**src/rtl/mips_debug_pkg.sv**
```systemverilog
// Shared debug-path definitions: UART command bytes and run-controller state encoding.
package mips_debug_pkg;

    localparam logic [7:0] CMD_CONT = 8'h63;
    localparam logic [7:0] CMD_STEP = 8'h73;
    localparam logic [7:0] CMD_NEXT = 8'h6E;

    localparam int unsigned STATE_W = 3;

    typedef enum logic [STATE_W-1:0] {
        IDLE       = 3'd0,
        RUN        = 3'd1,
        STEP_WAIT  = 3'd2,
        STEP_PULSE = 3'd3,
        DUMP       = 3'd4,
        DONE       = 3'd5
    } run_state_e;

endpackage

```
**src/rtl/sat_counter.sv**
```systemverilog
// Saturating up-counter with increment enable and synchronous clear.
module sat_counter #(
    parameter int unsigned W = 32
) (
    input  logic         clock,
    input  logic         clear,
    input  logic         inc,
    output logic [W-1:0] count
);

    // Count up on inc, hold at all-ones instead of wrapping.
    always_ff @(posedge clock) begin
        if (clear) begin
            count <= '0;
        end else if (inc && (count != {W{1'b1}})) begin
            count <= count + W'(1);
        end
    end

endmodule

```
**src/rtl/pc_run_controller.sv**
```systemverilog
// Run/step sequencer for the PC and pipeline enables, with halt-triggered dump and cycle count.
module pc_run_controller #(
    parameter int unsigned CYCLE_W  = 32,
    parameter logic [7:0]  CMD_CONT = mips_debug_pkg::CMD_CONT,
    parameter logic [7:0]  CMD_STEP = mips_debug_pkg::CMD_STEP,
    parameter logic [7:0]  CMD_NEXT = mips_debug_pkg::CMD_NEXT
) (
    input  logic               clock,
    input  logic               reset,
    input  logic               cmd_valid,
    input  logic [7:0]         cmd_code,
    input  logic               halt_detected,
    input  logic               dump_ack,
    output logic               pipe_enable,
    output logic               dump_req,
    output logic               step_mode,
    output logic               halted,
    output logic [CYCLE_W-1:0] cycle_count
);

    import mips_debug_pkg::*;

    run_state_e state_q;
    run_state_e state_n;
    logic       final_q;
    logic       final_n;
    logic       step_n;

    // State, final-run flag and registered outputs decoded from the next state.
    always_ff @(posedge clock) begin
        if (reset) begin
            state_q     <= IDLE;
            final_q     <= 1'b0;
            pipe_enable <= 1'b0;
            dump_req    <= 1'b0;
            step_mode   <= 1'b0;
            halted      <= 1'b0;
        end else begin
            state_q     <= state_n;
            final_q     <= final_n;
            pipe_enable <= (state_n == RUN) || (state_n == STEP_PULSE);
            dump_req    <= (state_n == DUMP);
            step_mode   <= step_n;
            halted      <= (state_n == DONE);
        end
    end

    // Next-state logic; halt is only looked at in RUN and STEP_PULSE, ack only in DUMP.
    always_comb begin
        state_n = state_q;
        final_n = final_q;
        step_n  = step_mode;
        unique case (state_q)
            IDLE: begin
                if (cmd_valid && (cmd_code == CMD_CONT)) begin
                    state_n = RUN;
                end else if (cmd_valid && (cmd_code == CMD_STEP)) begin
                    state_n = STEP_WAIT;
                    step_n  = 1'b1;
                end
            end
            RUN: begin
                if (halt_detected) begin
                    state_n = DUMP;
                    final_n = 1'b1;
                end
            end
            STEP_WAIT: begin
                if (cmd_valid && (cmd_code == CMD_NEXT)) begin
                    state_n = STEP_PULSE;
                end
            end
            STEP_PULSE: begin
                state_n = DUMP;
                if (halt_detected) begin
                    final_n = 1'b1;
                end
            end
            DUMP: begin
                if (dump_ack) begin
                    state_n = final_q ? DONE : STEP_WAIT;
                end
            end
            DONE: begin
                state_n = DONE;
            end
            default: begin
                state_n = IDLE;
            end
        endcase
    end

    // Executed-cycle counter: one count per enabled cycle, cleared only by reset.
    sat_counter #(
        .W(CYCLE_W)
    ) u_cycle_counter (
        .clock(clock),
        .clear(reset),
        .inc  (pipe_enable),
        .count(cycle_count)
    );

endmodule

```
**config.mk**
```make
export PLATFORM = sky130hd
export DESIGN_NAME = pc_run_controller
export DESIGN_NICKNAME = d
export VERILOG_FILES = /design/src/rtl/mips_debug_pkg.sv /design/src/rtl/sat_counter.sv /design/src/rtl/pc_run_controller.sv
export SDC_FILE = /design/constraint.sdc
export NUM_CORES = 1
export LEC_CHECK = 0
export ABC_AREA = 1
export CORE_UTILIZATION = 29
export CTS_BUF_LIST = sky130_fd_sc_hd__clkbuf_16
export CTS_CLUSTER_DIAMETER = 120
export DETAILED_ROUTE_END_ITERATION = 12
export PLACE_DENSITY = 0.5
export SYNTH_ARGS = -nofsm -noshare
export SYNTH_HDL_FRONTEND = slang
export SYNTH_SLANG_ARGS = --single-unit
```
**constraint.sdc**
```tcl
create_clock -name clock -period 2.4 [get_ports clock]
set_input_delay 0.48 -clock clock [delete_from_list [all_inputs] [get_ports clock]]
set_output_delay 0.48 -clock clock [all_outputs]
set_load 0.05 [all_outputs]
```
==> out/qor.yml, run 1 <==
route:
  remaining_drc_errors: 0
  via_per_inst: 4.66
  first_iter_violations: 111
  routedWlPerCell_um: 12.7
  wl_mm: 7.09
  vias: 2607
  drtPass1Iterations: 4
  final_antenna_net_count: 0
timing:
  slew_violations: 0
  hold_viol_final: 0
  fmax_ghz: 0.473
  slew_headroom: 0.661
  hold_slack_ps: 453
  fin_skew_ps: 3.91
  fin_setup_tns_ps: 0
  setup_viol: 0
  rsz0062_at_grt: "false"
  period_minus_slack_ps: 2120
  worst_slew_pin_slew_ps: 507
  fin_crit_sh: 0.882
floorplanning:
  die_height_um: 96.2
  dieArea_mm2: 0.00925
  die_w_um: 96.2
  initial_core_util: 0.307
  core-area_mm2: 0.00838
  rows: 33
  num_io_pins: 49
synth:
  yosysUniqueCellTypes: 25
  ys_seq_area_frac: 0.311
  synth_cells: 405
  netlist_area_mm2: 0.00257
  yosysWarnings: 0
  syn_area_per_cell_um2: 6.35
  synth_fp_nets: 419
  synth_seq_cells: 40
clock_network:
  clkSinkCount: 40
  cts_hold_buf: 0
  cts_buffers: 5
  clock_latency_ps: 280
  clk_pin_slew_ps: 60
  ctsResizeCount: 0
  ctsRootBufferMaster: "clkbuf_16"
  cts_tree: "built"
  postCtsSetupBuffers: 0
  h-tree-depth: 2
  cts_max_path_buffers: 2
power:
  p_leak_nw: 1.08
  peakVddDrop_mv: 0.318
  power_density_mw_per_mm2: 413
global_routing:
  grt_max_degree: 29
  grtUsageTotal: 0.172
  grt.overflow.total: 0
  use_met2: 0.304
  grt_pass1_wl_mm: 12.2
  grt_pass1_vias: 2564
  use_met1: 0.216
  antenna_found_initial: 0
  met3_usage: 0.0332
  top_usage_layer: "met2"
critical_path:
  slowest_stage: "clkdlybuf4s50_1"
  worst_ep_required_time_ps: 1920
  end_kind: "output port"
  worstSetupPathType: "flip-flop to output port"
  critPathMaxStageDelay_ps: 870
  cp_cell_sequence: "clkdlybuf4s50_1"
  crit_fanout: 7
  crit_family: "buffers and inverters"
  cp-start-kind: "flip-flop"
  arrival_ps: 1640
  critical_path_buf_inv_count: 1
placed_design:
  hpwl_mm: 5.41
  io_buffer_count: 48
  routabilityCongestion: 0.844
hold_path:
  hp-class: "flip-flop to flip-flop"
layout:
  area_delta_synth_final_pct: 26.9
  regArea_um2: 801
  num_antenna_cells: 0
  fill_cells: 913
  drive_gt1_frac: 0.117
  nets: 468
  final_cell_mix: "nand2_1 (147), nor2_1 (60), clkdlybuf4s50_1 (48)"
  final_common_cell: "nand2_1"
  multi_input_area_mm2: 0.00155
job:
  cap_viol_max_count: 0
outcome:
  status: "complete, no violations"
power by group:
| part | internal [mW] | switching, mW | leakage, nW | total, mW |
|---|---|---|---|---|
| Sequential | 0.664 | 0.000255 | 0.322 | 0.664 |
| Combinational | 0.0242 | 0.0239 | 0.691 | 0.0481 |
| Clock | 0.374 | 0.260 | 0.0709 | 0.634 |
per-stage QoR:
step	area, µm²	total power, mW	cells	util	worst slack, ps
global route	3260	1.40	559	0.389	160
finish	3260	1.35	559	0.389	284
global placement	3130	0.727	552	0.373	425
CTS	3260	1.37	559	0.389	259
detailed placement	3130	0.728	552	0.373	352
floorplan	2570	0.697	405	-	287
final cells by class:
cell class / count / area share
tap: 105 / 0.0403
multi-input combinational: 319 / 0.474
inverter: 38 / 0.0437
timing repair buffer: 50 / 0.156
clock inverter: 2 / 0.00268
clock buffer: 5 / 0.0383
sequential: 40 / 0.245
cells by family after synthesis:
kind of cell,after synthesis,synth area share
AO/OA/AOI/OAI,38,0.104
buffers and inverters,46,0.0871
flip-flops,40,0.311
adder cells (fa/ha/maj),1,0.00487
XOR/XNOR,13,0.0443
AND/OR/NAND/NOR,267,0.449
flip-flops by register name (all words and copies together) (netlist names):
signal and count:
dump_req 1, final_q 1, halted 1, pipe_enable 1
state_q 3, step_mode 1, u_cycle_counter.count 32
metal layers:
layer | vias to the layer above | share of wire
met5 | - | 0
met4 | 0 | 0.0038
met3 | 2 | 0.038
met2 | 39 | 0.47
met1 | 1206 | 0.48
li1 | 1360 | -
cells in the mapped netlist:
cell,instances,area [µm²]
inv_2,1,3.75
o21ai_0,6,30.0
buf_2,2,10.0
nor3_1,2,10.0
a21oi_1,11,55.1
buf_12,3,60.1
a31oi_1,1,6.26
clkbuf_1,2,7.51
nand2_1,147,552
nand2_4,3,33.8
nor2_4,4,45.0
nand3_1,27,135
xnor2_1,5,43.8
and2_1,1,6.26
buf_1,1,3.75
xor2_1,8,70.1
ha_1,1,12.5
nand4_1,4,25.0
nand2_2,15,93.8
nor2_2,2,12.5
a21oi_2,20,175
nor2_1,60,225
nand3b_1,2,15.0
inv_1,37,139
dfxtp_1,40,801
path summary, 6_finish.rpt:
kind                                               from                               endpoint  slack [ps]  cells past startpoint
setup / recovery                 pipe_enable$_SDFF_PP0_                            pipe_enable         280                      1
setup reg to reg  u_cycle_counter.count[1]$_SDFFE_PP0P_  u_cycle_counter.count[8]$_SDFFE_PP0P_         350                     10
hold / removal                   step_mode$_SDFFE_PP0P_                 step_mode$_SDFFE_PP0P_         450                      2
hold reg to reg                  step_mode$_SDFFE_PP0P_                 step_mode$_SDFFE_PP0P_         450                      2
No activity file was read; power rests on OpenSTA's default activity.
==> inputs of run 2 (changes only) <==
--- a/config.mk
+++ b/config.mk
@@ -8,9 +8,9 @@
 export ABC_AREA = 1
 export CORE_UTILIZATION = 29
 export CTS_BUF_LIST = sky130_fd_sc_hd__clkbuf_16
-export CTS_CLUSTER_DIAMETER = 120
+export CTS_CLUSTER_DIAMETER = 150
 export DETAILED_ROUTE_END_ITERATION = 12
-export PLACE_DENSITY = 0.5
+export PLACE_DENSITY = 0.51
 export SYNTH_ARGS = -nofsm -noshare
 export SYNTH_HDL_FRONTEND = slang
 export SYNTH_SLANG_ARGS = --single-unit
==> constraint.sdc (replaced) <==
create_clock -name clock -period 1.8 [get_ports clock]
set_input_delay 0.36 -clock clock [delete_from_list [all_inputs] [get_ports clock]]
set_output_delay 0.36 -clock clock [all_outputs]
set_load 0.05 [all_outputs]
==> run 2 against run 1 <==
Against the previous run: worst hold slack improved by 7.3 ps; sequential power rose by 33%; global-route usage rose by 0.13 points; via count rose by 3.2%; utilization rose by 1.9 points; highest routed layer unchanged; count of clock-buffer cells in the layout did not move.
==> out/qor.yml, run 2 (same netlist as run 1, synthesis figures left out) <==
critical_path:
  cp-start-kind: "flip-flop"
  critical_path_buf_inv_count: 2  # +1
  crit_fanout: 28  # +21
  critPathMostFrequentCell: "nand2_4"
  end_kind: "flip-flop"
  worst_ep_required_time_ps: 1970  # +50 ps
  cp_cell_sequence: "ha_2 > inv_1 > nor2_4 > nand2_4 > nor2_4 > nand2_4 > nand2_4 > inv_4 > nand2_1 > a21oi_2"
  arrival_ps: 1830  # +190 ps
  critPathMaxStageDelay_ps: 360  # -510 ps
  worstSetupPathType: "flip-flop to flip-flop"
  slowest_stage: "dfxtp_4"
  crit_family: "simple AND/OR/NAND/NOR gates"
layout:
  final_cell_mix: "nand2_1 (147), nor2_1 (59), buf_4 (57)"
  multi_input_area_mm2: 0.00155  # +0.32%
  largest_registers: "u_cycle_counter.count x32, state_q x3"
  fill_cells: 903  # -1.1%
  largest_register_ffs: 32  # unchanged
  area_delta_synth_final_pct: 33.2
  num_antenna_cells: 0  # unchanged
  regMostFlops: "u_cycle_counter.count"
  drive_gt1_frac: 0.285  # +0.168
  regArea_um2: 835  # +4.2%
  nets: 490  # +4.7%
  final_common_cell: "nand2_1"
timing:
  fin_crit_sh: 0.924
  rsz0062_at_grt: "false"
  period_minus_slack_ps: 1660
  setup_viol: 0  # unchanged
  fmax_ghz: 0.602
  fin_setup_tns_ps: 0  # unchanged
  slew_headroom: 0.719  # +0.0584
  hold_viol_final: 0  # unchanged
  worst_slew_pin_slew_ps: 419  # -87.6 ps
  fin_skew_ps: 4.11  # +0.205 ps
  slew_violations: 0  # unchanged
  hold_slack_ps: 460  # +7.34 ps
outcome:
  status: "complete, no violations"
job:
  cap_viol_max_count: 0  # unchanged
route:
  routedWlPerCell_um: 12.6  # -0.89%
  drtPass1Iterations: 4  # unchanged
  first_iter_violations: 100  # -9.9%
  remaining_drc_errors: 0  # unchanged
  via_per_inst: 4.62  # -0.89%
  wl_mm: 7.31  # +3.2%
  final_antenna_net_count: 0  # unchanged
  vias: 2690  # +3.2%
global_routing:
  grt_pass1_wl_mm: 12.2  # +0.35%
  grt_max_degree: 29  # unchanged
  grt_pass1_vias: 2548  # -0.62%
  grt.overflow.total: 0  # unchanged
  antenna_found_initial: 0  # unchanged
  grtUsageTotal: 0.173  # +0.00130
floorplanning:
  core-area_mm2: 0.00838  # unchanged
  die_height_um: 96.2  # unchanged
  initial_core_util: 0.307  # unchanged
  rows: 33  # unchanged
  dieArea_mm2: 0.00925  # unchanged
  die_w_um: 96.2  # unchanged
  num_io_pins: 49  # unchanged
clock_network:
  cts_max_path_buffers: 2  # unchanged
  cts_hold_buf: 0  # unchanged
  ctsRootBufferMaster: "clkbuf_16"
  clock_latency_ps: 280  # about the same
  cts_tree: "built"
  h-tree-depth: 2  # unchanged
  clk_pin_slew_ps: 60  # about the same
  cts_buffers: 5  # unchanged
  clkSinkCount: 40  # unchanged
placed_design:
  hpwl_mm: 5.75  # +6.3%
  routabilityCongestion: 0.856  # +1.4%
  io_buffer_count: 48  # unchanged
power:
  peakVddDrop_mv: 0.296  # -6.9%
  power_density_mw_per_mm2: 568  # +38%
  p_leak_nw: 1.30  # +20%
  total_power_mw: 1.95  # +45%
hold_path:
  hp-class: "flip-flop to flip-flop"
## run 2: cell count changes in the layout (fill, tap and decap cells not counted), sizes merged
| cell | change |
|---|---|
| inv | -1 |
| buf | +58 |
| bufinv | +1 |
| clkinv | +1 |
| clkdlybuf4s50 | -36 |
## run 2: stage by stage
stage	std cells	cell area, µm²	utilization	worst slack [ps]
floorplan	405	2610	-	3.31
global placement	574	3240	0.387	67.0
detailed placement	574	3240	0.387	66.0
CTS	582	3400	0.406	48.3
global route	582	3420	0.409	4.72
finish	582	3420	0.409	137
## run 2: timing repair
action / in CTS / in global routing
endpoints found under the setup margin: 0 / 29
setup buffers: 0 / 0
gates resized for setup: 0 / 7
## run 2: path summary, 6_finish.rpt
kind,to,slack [ps],cells past startpoint,start
max,u_cycle_counter.count[23]$_SDFFE_PP0P_,140,10,u_cycle_counter.count[1]$_SDFFE_PP0P_
max reg2reg,u_cycle_counter.count[23]$_SDFFE_PP0P_,140,10,u_cycle_counter.count[1]$_SDFFE_PP0P_
min,step_mode$_SDFFE_PP0P_,460,2,step_mode$_SDFFE_PP0P_
min reg2reg,step_mode$_SDFFE_PP0P_,460,2,step_mode$_SDFFE_PP0P_
## run 2: tightest hold or removal path, delay by kind of cell, from the launching register on
kind,cells,cell delay (ps)
AO/OA/AOI/OAI,1,60
flip-flops,1,310
buffers and inverters,1,50
## run 2: layout make-up
class	instances	share of cell area
clock buffer	5	0.0365
sequential	40	0.244
tap	105	0.0384
timing repair buffer	72	0.175
multi-input combinational	319	0.453
clock inverter	3	0.0110
inverter	38	0.0424
## run 2: where the power goes
group	leakage (nW)	switching [mW]	internal, mW
clock	0.0789	0.357	0.645
combinational	0.885	0.0315	0.0309
sequential	0.335	0.000373	0.882
## run 2: metal layers
layer,track usage,share of wire
met5,0,0
met4,0.0361,0.011
met3,0.0419,0.049
met2,0.298,0.48
met1,0.218,0.46
